### config.mk
export PLATFORM = sky130hd
export DESIGN_NAME = superio_irqhub
export DESIGN_NICKNAME = d
export VERILOG_FILES = /design/src/rtl/superio_irqhub.sv
export SDC_FILE = /design/constraint.sdc
export NUM_CORES = 1
export LEC_CHECK = 0
export CAP_MARGIN = 20
export CORE_AREA = 2 2 95 74
export CTS_CLUSTER_SIZE = 10
export DETAILED_ROUTE_END_ITERATION = 10
export DIE_AREA = 0 0 97 76
export GPL_ROUTABILITY_DRIVEN = 0
export PLACE_DENSITY = 0.77
export REMOVE_ABC_BUFFERS = 1
export SLEW_MARGIN = 10
export SYNTH_ARGS = -nofsm -noshare
export SYNTH_HDL_FRONTEND = slang
export SYNTH_SLANG_ARGS = --single-unit
export TNS_END_PERCENT = 5
### constraint.sdc
create_clock -name clk -period 2.4 [get_ports clk]
set_input_delay 0.48 -clock clk [delete_from_list [all_inputs] [get_ports clk]]
set_output_delay 0.48 -clock clk [all_outputs]
set_load 0.005 [all_outputs]
### src/rtl/superio_irqhub.sv
`default_nettype none
// ============================================================================
//  Module      : superio_irqhub
//  Description : Interrupt and software-reset concentrator for the SuperIO
//                CPU bus. Up to 16 asynchronous sources are synchronised,
//                latched per source as level or rising-edge, masked, routed
//                to one of two active-low CPU IRQ lines, and presented as a
//                per-line priority vector. A keyed register write launches a
//                timed active-low software reset pulse.
//
//  Ports       : clk      - bus clock (E)
//                rst_n    - asynchronous active-low reset
//                AD       - register address (16-byte window)
//                DI       - write data
//                DO       - read data, combinational from AD, 0x00 when cs=0
//                rw       - 1 = read, 0 = write
//                cs       - block select, write on rising clk with cs=1, rw=0
//                src      - raw interrupt sources, asynchronous, active-high
//                irq_n    - CPU IRQ lines [1:0], active-low, registered
//                sw_rst_n - software reset request, active-low, registered
//
//  Register map: 0/1 STATUS  2/3 PEND (W1C, edge mode)  4/5 MASK
//                6/7 MODE    8/9 ROUTE  A VEC0  B VEC1  C SWRST
//
//  Revision    : 1.0 - initial release
// ============================================================================
module superio_irqhub #(
    parameter int NSRC        = 8,
    parameter int SYNC_STAGES = 2,
    parameter int RST_LEN     = 16
) (
    input  logic            clk,
    input  logic            rst_n,
    input  logic [3:0]      AD,
    input  logic [7:0]      DI,
    output logic [7:0]      DO,
    input  logic            rw,
    input  logic            cs,
    input  logic [NSRC-1:0] src,
    output logic [1:0]      irq_n,
    output logic            sw_rst_n
);

    // Internal datapath is always 16 wide; bits at index >= NSRC are forced
    // to zero so they read 0, ignore writes and can never become active.
    localparam logic [15:0] c_valid     = 16'((32'd1 << NSRC) - 32'd1);
    localparam logic [7:0]  c_rst_len   = 8'(RST_LEN);
    localparam logic [7:0]  c_swrst_key = 8'hA5;

    logic [15:0] w_src_ext;
    logic [15:0] r_sync_pipe [SYNC_STAGES];
    logic [15:0] w_sync;
    logic [15:0] r_prev;
    logic [15:0] r_pend;
    logic [15:0] r_mask;
    logic [15:0] r_mode;
    logic [15:0] r_route;
    logic [15:0] w_clr;
    logic [15:0] w_pend_nxt;
    logic [15:0] w_act;
    logic [15:0] w_act0;
    logic [15:0] w_act1;
    logic [7:0]  w_vec0;
    logic [7:0]  w_vec1;
    logic [1:0]  r_irq_n;
    logic [7:0]  r_cnt;
    logic [7:0]  w_cnt_nxt;
    logic        r_sw_rst_n;
    logic        w_wr;
    logic        w_swrst_wr;

    assign w_src_ext = 16'(src);
    assign w_wr      = cs & ~rw;

    // ------------------------------------------------------------------
    // Source synchronisers plus one history stage for edge detection
    // ------------------------------------------------------------------
    always_ff @(posedge clk or negedge rst_n) begin
        if (!rst_n) begin
            for (int s = 0; s < SYNC_STAGES; s++) begin
                r_sync_pipe[s] <= '0;
            end
            r_prev <= '0;
        end else begin
            r_sync_pipe[0] <= w_src_ext;
            for (int s = 1; s < SYNC_STAGES; s++) begin
                r_sync_pipe[s] <= r_sync_pipe[s-1];
            end
            r_prev <= w_sync;
        end
    end

    assign w_sync = r_sync_pipe[SYNC_STAGES-1];

    // ------------------------------------------------------------------
    // Configuration registers
    // ------------------------------------------------------------------
    always_ff @(posedge clk or negedge rst_n) begin
        if (!rst_n) begin
            r_mask  <= '0;
            r_mode  <= '0;
            r_route <= '0;
        end else if (w_wr) begin
            case (AD)
                4'h4:    r_mask[7:0]   <= DI & c_valid[7:0];
                4'h5:    r_mask[15:8]  <= DI & c_valid[15:8];
                4'h6:    r_mode[7:0]   <= DI & c_valid[7:0];
                4'h7:    r_mode[15:8]  <= DI & c_valid[15:8];
                4'h8:    r_route[7:0]  <= DI & c_valid[7:0];
                4'h9:    r_route[15:8] <= DI & c_valid[15:8];
                default: ;
            endcase
        end
    end

    // ------------------------------------------------------------------
    // Pending latch. Level bits track sync; edge bits set on a rising
    // sync and clear by W1C, with a same-cycle set taking precedence.
    // ------------------------------------------------------------------
    always_comb begin
        w_clr = '0;
        if (w_wr && AD == 4'h2) w_clr[7:0]  = DI;
        if (w_wr && AD == 4'h3) w_clr[15:8] = DI;
    end

    assign w_pend_nxt = ((~r_mode & w_sync) |
                         (r_mode & ((w_sync & ~r_prev) | (r_pend & ~w_clr)))) & c_valid;

    always_ff @(posedge clk or negedge rst_n) begin
        if (!rst_n) begin
            r_pend <= '0;
        end else begin
            r_pend <= w_pend_nxt;
        end
    end

    // ------------------------------------------------------------------
    // Line routing, IRQ outputs and priority vectors
    // ------------------------------------------------------------------
    assign w_act  = r_pend & r_mask;
    assign w_act0 = w_act & ~r_route;
    assign w_act1 = w_act & r_route;

    always_ff @(posedge clk or negedge rst_n) begin
        if (!rst_n) begin
            r_irq_n <= 2'b11;
        end else begin
            r_irq_n <= {~(|w_act1), ~(|w_act0)};
        end
    end

    assign irq_n = r_irq_n;

    // Scan from the top down so the lowest active index is the last write.
    always_comb begin
        w_vec0 = 8'h00;
        w_vec1 = 8'h00;
        for (int i = 15; i >= 0; i--) begin
            if (w_act0[i]) w_vec0 = {1'b1, 3'b000, 4'(i)};
            if (w_act1[i]) w_vec1 = {1'b1, 3'b000, 4'(i)};
        end
    end

    // ------------------------------------------------------------------
    // Software reset pulse. The output flop is loaded from the next counter
    // value so sw_rst_n goes low on the write edge and stays low for exactly
    // RST_LEN cycles; a keyed write while busy reloads the counter.
    // ------------------------------------------------------------------
    assign w_swrst_wr = w_wr && (AD == 4'hC) && (DI == c_swrst_key);

    always_comb begin
        w_cnt_nxt = r_cnt;
        if (w_swrst_wr) begin
            w_cnt_nxt = c_rst_len;
        end else if (r_cnt != 8'd0) begin
            w_cnt_nxt = r_cnt - 8'd1;
        end
    end

    always_ff @(posedge clk or negedge rst_n) begin
        if (!rst_n) begin
            r_cnt      <= 8'd0;
            r_sw_rst_n <= 1'b1;
        end else begin
            r_cnt      <= w_cnt_nxt;
            r_sw_rst_n <= (w_cnt_nxt == 8'd0);
        end
    end

    assign sw_rst_n = r_sw_rst_n;

    // ------------------------------------------------------------------
    // Read mux, free of side effects
    // ------------------------------------------------------------------
    always_comb begin
        DO = 8'h00;
        if (cs) begin
            case (AD)
                4'h0:    DO = w_sync[7:0];
                4'h1:    DO = w_sync[15:8];
                4'h2:    DO = r_pend[7:0];
                4'h3:    DO = r_pend[15:8];
                4'h4:    DO = r_mask[7:0];
                4'h5:    DO = r_mask[15:8];
                4'h6:    DO = r_mode[7:0];
                4'h7:    DO = r_mode[15:8];
                4'h8:    DO = r_route[7:0];
                4'h9:    DO = r_route[15:8];
                4'hA:    DO = w_vec0;
                4'hB:    DO = w_vec1;
                4'hC:    DO = {(r_cnt != 8'd0), 7'b0000000};
                default: DO = 8'h00;
            endcase
        end
    end

endmodule
`default_nettype wire

==> results.yml <==
outcome:
  outcome: "completed"
floorplanning:
  initial_utilization_pct: 49.5
  die_h_um: 76
  rows: 26
  core-area_sq_um: 6540
  die_w_um: 97
  io_pins: 35
  die_area_sq_um: 7370
logic_synthesis:
  synth_top_family_by_area: "simple AND/OR/NAND/NOR gates"
  synthMuxAreaShare_pct: 11.3
  yosys_warnings: 0
  synth_seq_area_share_pct: 51.9
  synth_edf_count: 0
  synth_cell_types: 54
  synth-compound-area-share_pct: 11.1
  yosys.area_share.simple_pct: 20.6
  synthXorXnorAreaFrac_pct: 1.89
  synth_cells: 280
  synth_fa_ha_area_share_pct: 0.773
  synth_area_sq_um: 3240
  ys_ff_latch: 67
  async_flop_share_pct: 100
  avgSynthCellArea_sq_um: 11.6
  synth_ff_type: "dfrtp_1"
setup_path:
  required_ns: 1.92
  reg2reg_depth: 5
  endpoint_kind: "output port"
  rrSetupSlack_ns: 0.83
  worstSetupPathType: "input port to output port"
  critPathMostFrequentCell: "buf_6"
  slowest_stage: "a222oi_1"
  cpPeakStageDelay_ns: 0.29
  rr_startpoint: "r_cnt[4]$_DFF_PN0_"
  cp_num_buf_inv: 4
  cp_cell_sequence: "dlygate4sd2_1, buf_6, nor2b_4, buf_6, a22o_1, a222oi_1, nor2_1, buf_2"
  cp.arrival_ns: 1.89
  worstPathMaxFanout: 7
  r2r-end: "sw_rst_n$_DFF_PN1_"
  path_delay_family: "buffers and inverters"
  cp-start-kind: "input port"
routing:
  post-route-drc-count: 0
  ant_nets: 0
  via_per_inst: 5.79
  drt-initial-drc-count: 205
  vias: 2685
  dr.pass1.iters: 5
  wire_per_inst_um: 17.8
  routed_wl_um: 8250
timing:
  final.setup.tns_ns: 0
  slew_headroom_pct: 76.1
  finalCriticalPeriod_ns: 2.37
  post-route-period-util_pct: 98.7
  holdWs_ns: 0.111
  final_hold_viol_count: 0
  final_max_slew_viol_count: 0
  max_freq_ghz: 0.422
  worst_pin_slew_ns: 0.358
  setup_slack_ns: 0.0322
  clock_skew_ns: 0.00807
  rsz0062_at_grt: "yes"
  setup_viol: 0
clock_tree:
  clock_sinks: 67
  h-tree-depth: 3
  path_clk_slew_ns: 0.07
  cts_tree: "yes"
  clockRootBuffer: "clkbuf_8"
  clock_latency_ns: 0.35
  cts_buffers: 9
  ctsLongestPathBuffers: 2
pwr:
  power.density_nw_per_um2: 769
  vdd_drop_max_v: 0.000383
  p_leak_nw: 1.91
layout:
  num_antenna_cells: 0
  area_delta_synth_final_pct: 32.9
  layout.nets: 401
  fin_cells: 464
  drive_above_1_share_pct: 36.6
  fill_cells: 482
run:
  maxCapViolations: 0
place:
  io_buffers: 34
  pre_cts_ws_ns: -0.534
  dp_cells: 438
  dp_hpwl_um: 5680
global_route:
  gr-total-overflow: 0
  antenna_found_initial: 0
  grt_max_degree: 68
  grt_pass1_vias: 2599
  grt_usage_pct: 23.6
  grt_pass1_wl_um: 13500
min_path:
  hp-class: "input port to async pin"
[metrics by stage]
stage          power [mW]  instance area [sq um]  utilization (%)
3_5_place_dp         2.43                   4010             61.4
2_1_floorplan        2.01                   3170                -
4_1_cts              3.30                   4280             65.4
6_report             3.31                   4300             65.8
5_1_grt              3.50                   4300             65.8
3_3_place_gp         2.38                   4010             61.4
[worst register-to-register path, cell delays in order, from the launching register on]
cell	delay [ns]
dfrtp_1	0.44
nor4_2	0.38
nand3_2	0.14
buf_4	0.19
o32a_1	0.28
nor2_1	0.08
[cells in the mapped netlist (3+ instances only)]
cell type / number / area share (%)
nor4_1: 3 / 0.58
nand3_1: 14 / 2.2
a22o_1: 5 / 1.4
a32o_1: 8 / 2.5
o21ai_0: 5 / 0.77
nand2b_1: 4 / 0.77
nand3b_1: 5 / 1.2
dfstp_2: 3 / 2.4
xnor2_1: 7 / 1.9
buf_2: 4 / 0.62
a222oi_1: 4 / 1.2
nor2_1: 21 / 2.4
nor3_1: 7 / 1.1
and3b_1: 4 / 1.1
mux2_2: 29 / 10
buf_6: 3 / 1.0
mux2i_1: 4 / 1.2
nand4_1: 3 / 0.58
a21oi_1: 7 / 1.1
nand2_1: 30 / 3.5
dfrtp_1: 64 / 49
nand3_2: 3 / 0.93
a31oi_1: 4 / 0.77
[timing repair]
item	CTS	global route
buffers inserted	8	1
gates resized for setup	52	6
gates cloned	1	0
pin swaps	17	3
endpoints found under the setup margin	8	3
hold buffers	0	0
[sequential cells by signal (all words and copies together), names as in the netlist]
| name | flops |
|---|---|
| w_sync | 8 |
| r_cnt | 8 |
| r_mask | 8 |
| r_pend | 8 |
| r_prev | 8 |
| sw_rst_n | 1 |
| irq_n | 2 |
| r_mode | 8 |
| r_route | 8 |
| r_sync_pipe | 8 |
[worst max-delay path by stage]
stage | start | endpoint | slack [ns] | cells after the start
2_1_floorplan | AD[3] | DO[0] | 0.54 | 5
3_3_place_gp | AD[3] | DO[2] | -0.53 | 8
3_5_place_dp | AD[3] | DO[1] | -0.53 | 7
4_1_cts | r_mask[4]$_DFFE_PN0P_ | DO[7] | 0.01 | 7
5_1_grt | r_mask[6]$_DFFE_PN0P_ | DO[7] | -0.03 | 7
6_report | AD[2] | DO[3] | 0.03 | 8
[cell usage in the layout, fill, tap and decap left out, drive strengths merged, types with 5 or more instances in the layout]
| cell type | count |
|---|---|
| nand2b | 5 |
| clkdlybuf4s50 | 21 |
| nand3 | 17 |
| clkbuf | 11 |
| nor3 | 7 |
| a32o | 8 |
| nand3b | 5 |
| dfrtp | 64 |
| nor4 | 5 |
| o21ai | 5 |
| buf | 68 |
| a21oi | 7 |
| a22o | 5 |
| nand2 | 31 |
| xnor2 | 7 |
| nor2 | 22 |
| mux2 | 29 |
[power breakdown]
part | internal, mW | switching, mW
clock network | 0.400 | 0.434
registers | 1.35 | 0.191
logic | 0.522 | 0.412
[cells by family (layout without fill, tap and decap cells)]
family	count (synthesis)	count (layout)
flops	67	67
simple gates	114	114
xor+xnor	7	7
fa+ha+maj	2	2
mux	33	33
compound gates	46	46
buf+inv	11	111
[cell type report]
class | instances | area [sq um] | area share, %
Clock buffer | 10 | 138 | 3.20
Clock inverter | 6 | 41.3 | 0.960
Inverter | 2 | 7.51 | 0.175
Multi-Input combinational cell | 202 | 1520 | 35.3
Sequential cell | 67 | 1680 | 39.1
Tap cell | 84 | 105 | 2.44
Timing Repair Buffer | 93 | 811 | 18.8
[routing by layer]
metal	vias to the layer above	part of all wire, %	track usage, %
met4	0	1.4	6.62
met1	1330	45	33.7
met2	105	45	35.0
met3	13	7.7	7.25
li1	1237	-	-
met5	-	0	0
No activity file was read; power rests on OpenSTA's default activity.
